### config.mk
export PLATFORM = sky130hd
export DESIGN_NAME = stopwatch_ctrl_flat
export DESIGN_NICKNAME = d
export VERILOG_FILES = /design/src/rtl/stopwatch_ctrl_if.sv /design/src/rtl/stopwatch_ctrl.sv /design/src/flat_wrapper.sv
export SDC_FILE = /design/constraint.sdc
export NUM_CORES = 1
export LEC_CHECK = 0
export CORE_ASPECT_RATIO = 0.6
export CORE_MARGIN = 2
export CORE_UTILIZATION = 30
export CTS_CLUSTER_SIZE = 16
export DETAILED_ROUTE_END_ITERATION = 10
export GPL_TIMING_DRIVEN = 1
export PLACE_DENSITY_LB_ADDON = 0.2
export SYNTH_ARGS = -nofsm -noshare
export SYNTH_HDL_FRONTEND = slang
export SYNTH_SLANG_ARGS = --single-unit
### constraint.sdc
create_clock -name CLK -period 1.85 [get_ports CLK]
set_input_delay 0.555 -clock CLK [delete_from_list [all_inputs] [get_ports CLK]]
set_output_delay 0.555 -clock CLK [all_outputs]
set_load 0.1 [all_outputs]
### src/rtl/stopwatch_ctrl_if.sv
// Button-to-controller and controller-to-datapath signal bundle for the stopwatch.
// master = the control FSM, slave = debouncer/counter/display side.
interface stopwatch_ctrl_if;
  logic [2:0] BTN;
  logic       CNT_EN;
  logic       CNT_CLR;
  logic       DISP_HOLD;
  logic [1:0] STATE;

  modport master (
    input  BTN,
    output CNT_EN,
    output CNT_CLR,
    output DISP_HOLD,
    output STATE
  );

  modport slave (
    output BTN,
    input  CNT_EN,
    input  CNT_CLR,
    input  DISP_HOLD,
    input  STATE
  );
endinterface

### src/rtl/stopwatch_ctrl.sv
// Stopwatch control FSM: turns debounced button pulses into run/stop/lap/clear
// sequencing, and divides CLK down to the counter tick enable.
module stopwatch_ctrl #(
  parameter int DIV  = 500000,
  parameter int DIVW = 19
) (
  input  logic              CLK,
  input  logic              RST,
  stopwatch_ctrl_if.master  bus
);

  typedef enum logic [1:0] {
    ST_IDLE = 2'b00,
    ST_RUN  = 2'b01,
    ST_STOP = 2'b10,
    ST_LAP  = 2'b11
  } state_t;

  state_t            state_reg;
  state_t            state_next;
  logic              clear_next;
  logic [DIVW-1:0]   presc_reg;
  logic              cnt_en_reg;
  logic              cnt_clr_reg;
  logic              disp_hold_reg;

  logic              counting;
  logic              wrap;

  // Time advances in RUN and LAP alike; the decision uses the pre-transition state.
  assign counting = (state_reg == ST_RUN) || (state_reg == ST_LAP);
  assign wrap     = (presc_reg == DIVW'(DIV - 1));

  // Button decode: BTN[2] beats BTN[0] beats BTN[1]; losers are simply dropped.
  always_comb begin
    state_next = state_reg;
    clear_next = 1'b0;
    if (bus.BTN[2]) begin
      state_next = ST_IDLE;
      clear_next = 1'b1;
    end else if (bus.BTN[0]) begin
      case (state_reg)
        ST_IDLE: state_next = ST_RUN;
        ST_RUN:  state_next = ST_STOP;
        ST_LAP:  state_next = ST_STOP;
        ST_STOP: state_next = ST_RUN;
        default: state_next = ST_IDLE;
      endcase
    end else if (bus.BTN[1]) begin
      case (state_reg)
        ST_RUN:  state_next = ST_LAP;
        ST_LAP:  state_next = ST_RUN;
        ST_STOP: begin
          state_next = ST_IDLE;
          clear_next = 1'b1;
        end
        default: state_next = state_reg;
      endcase
    end
  end

  always_ff @(posedge CLK) begin
    if (RST) begin
      state_reg     <= ST_IDLE;
      presc_reg     <= '0;
      cnt_en_reg    <= 1'b0;
      cnt_clr_reg   <= 1'b0;
      disp_hold_reg <= 1'b0;
    end else begin
      state_reg     <= state_next;
      disp_hold_reg <= (state_next == ST_LAP);
      cnt_clr_reg   <= clear_next;
      cnt_en_reg    <= counting && wrap;

      // A clearing transition restarts the period; STOP simply holds the partial count.
      if (state_next == ST_IDLE) begin
        presc_reg <= '0;
      end else if (counting) begin
        presc_reg <= wrap ? '0 : presc_reg + DIVW'(1);
      end
    end
  end

  assign bus.STATE     = state_reg;
  assign bus.CNT_EN    = cnt_en_reg;
  assign bus.CNT_CLR   = cnt_clr_reg;
  assign bus.DISP_HOLD = disp_hold_reg;

endmodule

### src/flat_wrapper.sv
// flat-port wrapper written by rule: the top's interface ports become plain ports
module stopwatch_ctrl_flat 
#(
  parameter int DIV  = 500000,
  parameter int DIVW = 19
)
  (CLK, RST, bus_BTN, bus_CNT_EN, bus_CNT_CLR, bus_DISP_HOLD, bus_STATE);
  stopwatch_ctrl_if bus_i ();
  input  logic CLK;
  input  logic RST;
  input wire logic [$bits(bus_i.BTN)-1:0] bus_BTN;
  output wire logic [$bits(bus_i.CNT_EN)-1:0] bus_CNT_EN;
  output wire logic [$bits(bus_i.CNT_CLR)-1:0] bus_CNT_CLR;
  output wire logic [$bits(bus_i.DISP_HOLD)-1:0] bus_DISP_HOLD;
  output wire logic [$bits(bus_i.STATE)-1:0] bus_STATE;
  assign bus_i.BTN = bus_BTN;
  assign bus_CNT_EN = bus_i.CNT_EN;
  assign bus_CNT_CLR = bus_i.CNT_CLR;
  assign bus_DISP_HOLD = bus_i.DISP_HOLD;
  assign bus_STATE = bus_i.STATE;
  stopwatch_ctrl #(.DIV(DIV), .DIVW(DIVW)) u_core (.CLK(CLK), .RST(RST), .bus(bus_i));
endmodule
==> reports/results.txt, run 1 <==
DRT Pass-1 Iters -> 4
Reg clk slew, reported paths -> 0.08 ns
Max cap viols -> 0
Worst hold path type -> reg2reg
Drt initial violations -> 43
Rows -> 17
Slew headroom -> 69.94%
Ys flop type -> dfxtp_1
Crit path max fanout -> 10
Max FFs per register -> 19
Vias in the first global route -> 1011
Slew @ Worst Pin -> 0.4468 ns
H-tree depth -> 1
Share of layout cells above drive strength 1 -> 33.54%
Sequential area share after synthesis -> 43.29%
Final Worst Setup Slack -> -0.05419 ns
Die Ht -> 51.12 um
Synth Cell Area -> 1110 um^2
Antenna diodes -> 0
Largest net degree at the start of global routing -> 14
Final wirelength -> 2919 um
Distinct cells, synth -> 32
DR WL/cell -> 13.83 um
Core area -> 3616 um^2
First-pass GRT wire length -> 5071 um
Final ANT Viol Nets -> 0
Worst skew pair latency -> 0.26 ns
CTS tree -> yes
Hold endpoint -> u_core.presc_reg[18]$_SDFFE_PP0N_
Achievable frequency -> 0.5252 GHz
Fraction of registers with async set or reset after synthesis -> 0%
Initial Util -> 30.69%
Total global-route track usage -> 16.52%
Post-synth EDFFs -> 0
Final Skew -> 0.003201 ns
Crit Path Class -> reg2reg
Io pins -> 10
PD cells -> 558.2 nW/um^2
Clock Tree Buf Depth -> 2
Pins over their slew limit -> 0
Final net count -> 171
Leakage -> 0.5382 nW
Post-detail-place hpwl -> 2310 um
YS warnings -> 0
Commonest cells after routing, fill and taps aside -> buf_4, dfxtp_1, nor2_1
Post-synth net total -> 130
# DRC -> 0
Layout area overhead -> 47.35%
CTS Buf Count -> 3
VDD IR max -> 323.4 uV
Worst path arrival time -> 2.06 ns
Routability cong. -> 0.8179
Min Hold Slack -> 0.4872 ns
Syn Area/Cell -> 8.950 um^2
Hold Buf Count CTS -> 0
Worst Reg-to-Reg Cells -> 5
Setup-failing EPs final -> 16
Via density -> 4.924
Die Footprint -> 4218 um^2
Commonest non-fill, non-tap cell in the layout -> buf_4
Status -> finished with violations
Failing checks -> negative setup slack
Hold Startpoint -> u_core.presc_reg[18]$_SDFFE_PP0N_
R2r setup slk -> -0.05 ns
Overflow after GRT -> 0
Initial antenna violation count -> 0
DIE WIDTH -> 82.52 um
Unrepaired setup endpoints after global routing -> true
Post-synthesis register bit count -> 24
Via count -> 1039
Clock sinks -> 24
I/O Buffers -> 9
Final Hold Fails -> 0
Worst r2r src -> u_core.presc_reg[14]$_SDFFE_PP0N_
Post-Synthesis Cells -> 124
Crit share post-route -> 102.9%
Setup tns final -> -0.7318 ns
WHS Path Cells -> 2
Setup crit start kind -> flop
CP endpoint kind -> flop
Critical Path RT -> 2.01 ns
Filler instances -> 355
Root Driver -> clkbuf_8
RR Endpoint -> u_core.presc_reg[12]$_SDFFE_PP0N_
Min Tclk post-route -> 1.904 ns
==> power by group <==
part	total (mW)	switching, mW	internal, mW
combinational	0.0885	0.0475	0.0409
clock	0.304	0.156	0.148
sequential	0.520	0.00366	0.517
total	0.913	0.207	0.706
==> stage by stage <==
stage | instances | total power, mW | setup WS [ns] | area [um^2] | utilization, %
2_1_floorplan | 124 | 0.5744 | -0.08800 | 1134 | -
3_3_place_gp | 205 | 0.6189 | -0.1172 | 1545 | 42.73
3_5_place_dp | 205 | 0.6191 | -0.09549 | 1545 | 42.73
4_1_cts | 209 | 0.9275 | -0.06410 | 1597 | 44.15
5_1_grt | 211 | 0.9577 | -0.1288 | 1635 | 45.22
6_report | 211 | 0.9128 | -0.05419 | 1635 | 45.22
==> cells in the mapped netlist (2+ instances only) <==
library cell	number	area, um^2
a21oi_1	4	20.02
dfxtp_1	24	480.5
inv_1	5	18.77
nand2_1	7	26.28
nand3_1	6	30.03
nand4_1	7	43.79
nor2_1	16	60.06
nor2_2	2	12.51
nor2b_1	2	12.51
nor3_1	6	30.03
nor4_1	7	43.79
o21ai_0	3	15.01
or3_1	3	18.77
xnor2_1	12	105.1
xor2_1	3	26.28
==> worst max path at each step <==
stage / depth (start not counted) / end / slack [ns] / startpoint
final: 5 / u_core.presc_reg[12]$_SDFFE_PP0N_ / -0.05 / u_core.presc_reg[14]$_SDFFE_PP0N_
after global routing: 5 / u_core.presc_reg[1]$_SDFFE_PP0N_ / -0.13 / u_core.presc_reg[14]$_SDFFE_PP0N_
after CTS: 5 / u_core.presc_reg[1]$_SDFFE_PP0N_ / -0.06 / u_core.presc_reg[9]$_SDFFE_PP0N_
after detailed placement: 5 / u_core.presc_reg[8]$_SDFFE_PP0N_ / -0.1 / u_core.presc_reg[8]$_SDFFE_PP0N_
after global placement: 6 / u_core.presc_reg[8]$_SDFFE_PP0N_ / -0.12 / bus_BTN[1]
after floorplan: 4 / u_core.presc_reg[17]$_SDFFE_PP0N_ / -0.09 / u_core.bus.STATE[0]$_SDFF_PP0_
==> per-layer routing <==
metal	global-route usage, %	vias to the layer above	wire (um)	share of wire (%)
met4	2.732	0	26	0.89
li1	-	531	-	-
met3	4.770	2	99	3.4
met1	25.76	487	1678	57
met2	22.31	19	1116	38
met5	0	-	0	0
==> cells by family after synthesis <==
family / Yosys count / share of synthesized area, %
flip-flops: 24 / 43.29
AO/OA/AOI/OAI: 16 / 11.16
XOR/XNOR: 15 / 11.84
AND/OR/NAND/NOR: 61 / 29.54
adder cells (fa/ha/maj): 1 / 1.127
buffers and inverters: 7 / 3.044
==> worst max-delay path: stages, from the launching register on <==
cell and delay, ns:
dfxtp_2 0.33, or4bb_1 0.49, or4_4 0.58, o21bai_4 0.19
buf_12 0.15, nor2_1 0.05
==> area by class of cell <==
type / count / area, um^2 / area share (%)
flip-flops and latches: 24 / 493.0 / 30.15
repair buffers: 38 / 386.6 / 23.64
well taps: 47 / 58.81 / 3.596
clock buffers: 3 / 41.29 / 2.525
inverters: 5 / 18.77 / 1.148
multi-input cells: 93 / 633.1 / 38.71
clock inverters: 1 / 3.754 / 0.2295
==> what timing repair did <==
action	CTS	global route
pin swaps	2	4
cloned	0	0
gates resized for setup	3	8
endpoints found under the setup margin	17	18
buffers inserted	0	2
No activity file was read; power rests on OpenSTA's default activity.
==> inputs of run 2 (changes only) <==
--- a/config.mk
+++ b/config.mk
@@ -6,7 +6,7 @@
 export NUM_CORES = 1
 export LEC_CHECK = 0
 export CORE_ASPECT_RATIO = 0.6
-export CORE_MARGIN = 2
+export CORE_MARGIN = 5
 export CORE_UTILIZATION = 30
 export CTS_CLUSTER_SIZE = 16
 export DETAILED_ROUTE_END_ITERATION = 10
==> reports/results.txt, run 2 (synthesis results as in run 1) <==
First-pass GRT wire length -> 4457 um (was 5071 um)
Unrepaired setup endpoints after global routing -> true (unchanged)
Setup crit start kind -> flop (unchanged)
Post-detail-place hpwl -> 2188 um (was 2310 um)
Hold Buf Count CTS -> 0 (unchanged)
Final Skew -> 0.008452 ns (was 0.003201 ns)
Fin area -> 1604 um^2 (was 1635 um^2)
Clock Tree Buf Depth -> 2 (unchanged)
Final wirelength -> 2777 um (was 2919 um)
Commonest non-fill, non-tap cell in the layout -> buf_4 (unchanged)
Clock Power Share -> 33.6% (was 33.3%)
Largest net degree at the start of global routing -> 14 (unchanged)
Rows -> 17 (unchanged)
Setup-failing EPs final -> 15 (was 16)
Crit share post-route -> 102.9% (about the same)
CTS Buf Count -> 3 (unchanged)
VDD IR max -> 240.5 uV (was 323.4 uV)
Via density -> 4.976 (was 4.924)
Clock sinks -> 24 (unchanged)
Die Ht -> 57.12 um (was 51.12 um)
Commonest cells after routing, fill and taps aside -> buf_4, dfxtp_1, nor2_1 (unchanged)
Sw frac -> 22.56% (was 22.68%)
DIE WIDTH -> 88.52 um (was 82.52 um)
Combinational share of power -> 9.6% (was 9.7%)
Final net count -> 171 (unchanged)
Reg power frac -> 56.8% (was 57.0%)
DR WL/cell -> 13.16 um (was 13.83 um)
Initial antenna violation count -> 0 (unchanged)
Worst hold path type -> reg2reg (unchanged)
Pins over their slew limit -> 0 (unchanged)
Via count -> 1050 (was 1039)
Vias in the first global route -> 917 (was 1011)
Achievable frequency -> 0.5254 GHz (was 0.5252 GHz)
Crit path max fanout -> 8 (was 10)
CP peak stage delay -> 0.47 ns (was 0.58 ns)
Status -> finished with violations (unchanged)
Max FFs per register -> 19 (unchanged)
Max cap viols -> 0 (unchanged)
Critical path cell sequence -> ha_4 -> or4bb_4 -> or4_4 -> o21bai_4 -> buf_6 -> nor2_1 (was or4bb_1 -> or4_4 -> o21bai_4 -> buf_12 -> nor2_1)
I/O Buffers -> 9 (unchanged)
Slew headroom -> 74.29% (was 69.94%)
Worst skew pair latency -> 0.26 ns (about the same)
DRT Pass-1 Iters -> 4 (unchanged)
PD cells -> 572.0 nW/um^2 (was 558.2 nW/um^2)
Reg clk slew, reported paths -> 0.08 ns (about the same)
Share of layout cells above drive strength 1 -> 31.71% (was 33.54%)
Final Worst Setup Slack -> -0.05329 ns (was -0.05419 ns)
Final ANT Viol Nets -> 0 (unchanged)
Crit Path Class -> reg2reg (unchanged)
Switching Power -> 0.2070 mW (about the same)
Min Tclk post-route -> 1.903 ns (was 1.904 ns)
Initial Util -> 30.69% (unchanged)
Drt initial violations -> 73 (was 43)
DP Area -> 1528 um^2 (was 1545 um^2)
Final Hold Fails -> 0 (unchanged)
CTS tree -> yes (unchanged)
Slowest CP cell -> or4_4 (unchanged)
Root Driver -> clkbuf_8 (unchanged)
Overflow after GRT -> 0 (unchanged)
Core area -> 3616 um^2 (unchanged)
H-tree depth -> 1 (unchanged)
Leakage -> 0.5263 nW (was 0.5382 nW)
# DRC -> 0 (unchanged)
Failing checks -> negative setup slack (unchanged)
Routability cong. -> 0.8394 (was 0.8179)
Setup WS pre-CTS -> -0.1327 ns (was -0.09549 ns)
CP endpoint kind -> flop (unchanged)
Io pins -> 10 (unchanged)
Slew @ Worst Pin -> 0.3823 ns (was 0.4468 ns)
Layout area overhead -> 44.53% (was 47.35%)
Antenna diodes -> 0 (unchanged)
Critical Path RT -> 2.00 ns (was 2.01 ns)
Worst path arrival time -> 2.06 ns (about the same)
Int Power -> 0.7105 mW (was 0.7058 mW)
Die Footprint -> 5056 um^2 (was 4218 um^2)
Total global-route track usage -> 11.40% (was 16.52%)
## run 2: path summary, 6_finish.rpt
kind	startpoint	to	slack [ns]	depth (start not counted)
max	u_core.presc_reg[1]$_SDFFE_PP0N_	u_core.presc_reg[14]$_SDFFE_PP0N_	-0.05	6
min	u_core.presc_reg[18]$_SDFFE_PP0N_	u_core.presc_reg[18]$_SDFFE_PP0N_	0.51	2
max reg2reg	u_core.presc_reg[1]$_SDFFE_PP0N_	u_core.presc_reg[14]$_SDFFE_PP0N_	-0.05	6
min reg2reg	u_core.presc_reg[18]$_SDFFE_PP0N_	u_core.presc_reg[18]$_SDFFE_PP0N_	0.51	2
## run 2: worst max-delay path, delay by kind of cell (launching register included)
| family | cells | cell delay, ns |
|---|---|---|
| simple gates | 3 | 0.97 |
| flops | 1 | 0.37 |
| compound gates | 1 | 0.17 |
| buf+inv | 1 | 0.15 |
| fa+ha+maj | 1 | 0.13 |
## run 2: metal layers
metal	vias to the layer above	share of wire [%]	wire, um	GRT usage (%)
met5	-	0	0	0
met4	0	0.76	21	2.802
met3	2	4.4	123	3.030
met2	24	39	1089	14.38
met1	493	56	1543	18.44
li1	531	-	-	-
## run 2: metrics by stage
stage,total power [mW],TNS [ns],hold WS [ns],cells,utilization (%)
after floorplan,0.5744,-0.5563,0.4529,124,-
after CTS,0.9297,-0.6138,0.5052,211,44.08
after detailed placement,0.6180,-1.655,0.4968,206,42.25
after global placement,0.6177,-1.474,0.4828,206,42.25
final,0.9175,-0.6498,0.5117,211,44.36
after global routing,0.9499,-1.514,0.5380,211,44.36
## run 2: repair_timing
item                       CTS  global route
pin swaps                    5             1
buffers inserted             1             0
resized for setup            4             3
setup endpoints to repair   15            17
## run 2: power by group through the flow
stage                     logic (mW)  clock network (mW)  registers (mW)
final                         0.0880               0.309           0.521
after global routing          0.0921               0.337           0.521
after floorplan               0.0221                   0           0.552
after global placement        0.0848                   0           0.533
after CTS                     0.0875               0.321           0.521
after detailed placement      0.0851                   0           0.533
## run 2: final cells by class
cell class,instances,area [um^2]
Timing Repair Buffer,38,365.4
Sequential cell,24,489.2
Inverter,5,18.77
Clock buffer,4,45.04
Fill cell,361,2012
Multi-Input combinational cell,93,626.9
Tap cell,47,58.81
==> inputs of run 3 (changes only) <==
--- a/config.mk
+++ b/config.mk
@@ -12,6 +12,7 @@
 export DETAILED_ROUTE_END_ITERATION = 10
 export GPL_TIMING_DRIVEN = 1
 export PLACE_DENSITY_LB_ADDON = 0.2
+export SLEW_MARGIN = 10
 export SYNTH_ARGS = -nofsm -noshare
 export SYNTH_HDL_FRONTEND = slang
 export SYNTH_SLANG_ARGS = --single-unit
==> constraint.sdc (replaced) <==
create_clock -name CLK -period 2.05 [get_ports CLK]
set_input_delay 0.615 -clock CLK [delete_from_list [all_inputs] [get_ports CLK]]
set_output_delay 0.615 -clock CLK [all_outputs]
set_load 0.1 [all_outputs]
==> reports/results.txt, run 3 (synthesis results as in run 1) <==
Final wirelength -> 2737 um (was 2777 um)
Post-detail-place hpwl -> 2099 um (was 2188 um)
Setup-failing EPs final -> 0 (was 15)
Rows -> 17 (unchanged)
Slew @ Worst Pin -> 0.3481 ns (was 0.3823 ns)
CTS tree -> yes (unchanged)
Layout Utilization -> 42.39% (was 44.36%)
Overflow after GRT -> 0 (unchanged)
# DRC -> 0 (unchanged)
CP endpoint kind -> flop (unchanged)
M3 GR Usage -> 3.463% (was 3.030%)
Fin cells -> 203 (was 211)
Final ANT Viol Nets -> 0 (unchanged)
Status -> finished clean (was finished with violations)
Critical Path RT -> 2.21 ns (was 2.00 ns)
Critical path cell sequence -> or4bb_1 -> or4_4 -> o21bai_4 -> buf_12 -> nor2_1 (was ha_4 -> or4bb_4 -> or4_4 -> o21bai_4 -> buf_6 -> nor2_1)
Via density -> 4.867 (was 4.976)
Commonest cells after routing, fill and taps aside -> dfxtp_1, buf_4, nor2_1 (was buf_4, dfxtp_1, nor2_1)
Clock sinks -> 24 (unchanged)
Crit share post-route -> 95.69% (was 102.9%)
Commonest non-fill, non-tap cell in the layout -> dfxtp_1 (was buf_4)
Max FFs per register -> 19 (unchanged)
I/O Buffers -> 9 (unchanged)
GR peak layer -> met1 (unchanged)
DRT Pass-1 Iters -> 4 (unchanged)
Min Hold Slack -> 0.5232 ns (was 0.5117 ns)
Met1 usage -> 20.02% (was 18.44%)
GR Layer Usage met2 -> 13.95% (was 14.38%)
Layout area overhead -> 38.11% (was 44.53%)
Total global-route track usage -> 11.87% (was 11.40%)
Setup crit start kind -> flop (unchanged)
Slew headroom -> 76.58% (was 74.29%)
Via count -> 988 (was 1050)
Reg clk slew, reported paths -> 0.09 ns (was 0.08 ns)
Worst path arrival time -> 2.12 ns (was 2.06 ns)
Inst Count DP -> 197 (was 206)
Initial Util -> 30.69% (unchanged)
Routability cong. -> 0.7742 (was 0.8394)
VDD IR max -> 401.8 uV (was 240.5 uV)
CP top delay family -> simple AND/OR/NAND/NOR gates (unchanged)
CTS Buf Count -> 3 (unchanged)
Final Skew -> 0.009988 ns (was 0.008452 ns)
Hold Buf Count CTS -> 0 (unchanged)
Root Driver -> clkbuf_8 (unchanged)
Initial antenna violation count -> 0 (unchanged)
H-tree depth -> 1 (unchanged)
DIE WIDTH -> 88.52 um (unchanged)
Leakage -> 0.4948 nW (was 0.5263 nW)
Antenna diodes -> 0 (unchanged)
First-pass GRT wire length -> 4650 um (was 4457 um)
CP peak stage delay -> 0.59 ns (was 0.47 ns)
Setup tns final -> 0 ns (was -0.6498 ns)
Max cap viols -> 0 (unchanged)
Vias in the first global route -> 898 (was 917)
Die Footprint -> 5056 um^2 (unchanged)
PD cells -> 569.8 nW/um^2 (was 572.0 nW/um^2)
Power, Total -> 0.8734 mW (was 0.9175 mW)
Final Hold Fails -> 0 (unchanged)
Crit Path Class -> reg2reg (unchanged)
Share of layout cells above drive strength 1 -> 26.92% (was 31.71%)
Unrepaired setup endpoints after global routing -> false (was true)
Clock Tree Buf Depth -> 2 (unchanged)
Crit path max fanout -> 7 (was 8)
CP bufs+invs -> 1 (unchanged)
Io pins -> 10 (unchanged)
Slowest CP cell -> or4_4 (unchanged)
Achievable frequency -> 0.5098 GHz (was 0.5254 GHz)
Largest net degree at the start of global routing -> 14 (unchanged)
Min Tclk post-route -> 1.962 ns (was 1.903 ns)
Worst hold path type -> reg2reg (unchanged)
Pins over their slew limit -> 0 (unchanged)
DR WL/cell -> 13.48 um (was 13.16 um)
Die Ht -> 57.12 um (unchanged)
Core area -> 3616 um^2 (unchanged)
Worst skew pair latency -> 0.27 ns (was 0.26 ns)
Drt initial violations -> 59 (was 73)
Final net count -> 163 (was 171)
Filler instances -> 361 (unchanged)
[run 3: cell types whose count changed in the layout (fill, tap and decap cells not counted), sizes merged]
cell,previous run,this run
buf,34,26
[run 3: worst reg2reg max path: stages (launching register included)]
cell and delay, ns:
dfxtp_2 0.37, or4bb_1 0.48, or4_4 0.59, o21bai_4 0.22, buf_12 0.15, nor2_1 0.04
[run 3: layout make-up]
| type | count | area [um^2] | share of cell area, % |
|---|---|---|---|
| clock buffer | 4 | 55.05 | 3.592 |
| inverter | 5 | 18.77 | 1.224 |
| multi-input combinational | 93 | 600.6 | 39.18 |
| sequential | 24 | 485.5 | 31.67 |
| tap | 47 | 58.81 | 3.837 |
| timing repair buffer | 30 | 314.1 | 20.49 |
[run 3: what timing repair did]
action,in CTS,in global routing
endpoints found under the setup margin,10,14
gates resized for setup,2,3
buffers inserted,0,2
[run 3: stage by stage]
step | instance area (um^2) | worst slack, ns
floorplan | 1114 | 0.001523
detailed placement | 1453 | -0.009863
finish | 1533 | 0.08829
global route | 1533 | 0.02760
global placement | 1453 | 0.06988
CTS | 1510 | 0.007267
[run 3: routing by layer]
layer	wire [um]	up-vias
met3	131	2
li1	-	510
met5	0	-
met4	30	0
met1	1527	456
met2	1047	20
[run 3: final timing paths]
path | start | to | slack [ns] | depth (start not counted)
worst min register to register | u_core.presc_reg[18]$_SDFFE_PP0N_ | u_core.presc_reg[18]$_SDFFE_PP0N_ | 0.52 | 2
worst min-delay path | u_core.presc_reg[18]$_SDFFE_PP0N_ | u_core.presc_reg[18]$_SDFFE_PP0N_ | 0.52 | 2
worst max-delay path | u_core.presc_reg[8]$_SDFFE_PP0N_ | u_core.presc_reg[14]$_SDFFE_PP0N_ | 0.09 | 5
worst max register to register | u_core.presc_reg[8]$_SDFFE_PP0N_ | u_core.presc_reg[14]$_SDFFE_PP0N_ | 0.09 | 5
[run 3: power breakdown]
group	leakage (nW)	switching (mW)	total [mW]	internal, mW
logic	0.270	0.0380	0.0719	0.0338
clock network	0.0288	0.155	0.326	0.172
registers	0.196	0.00639	0.475	0.469
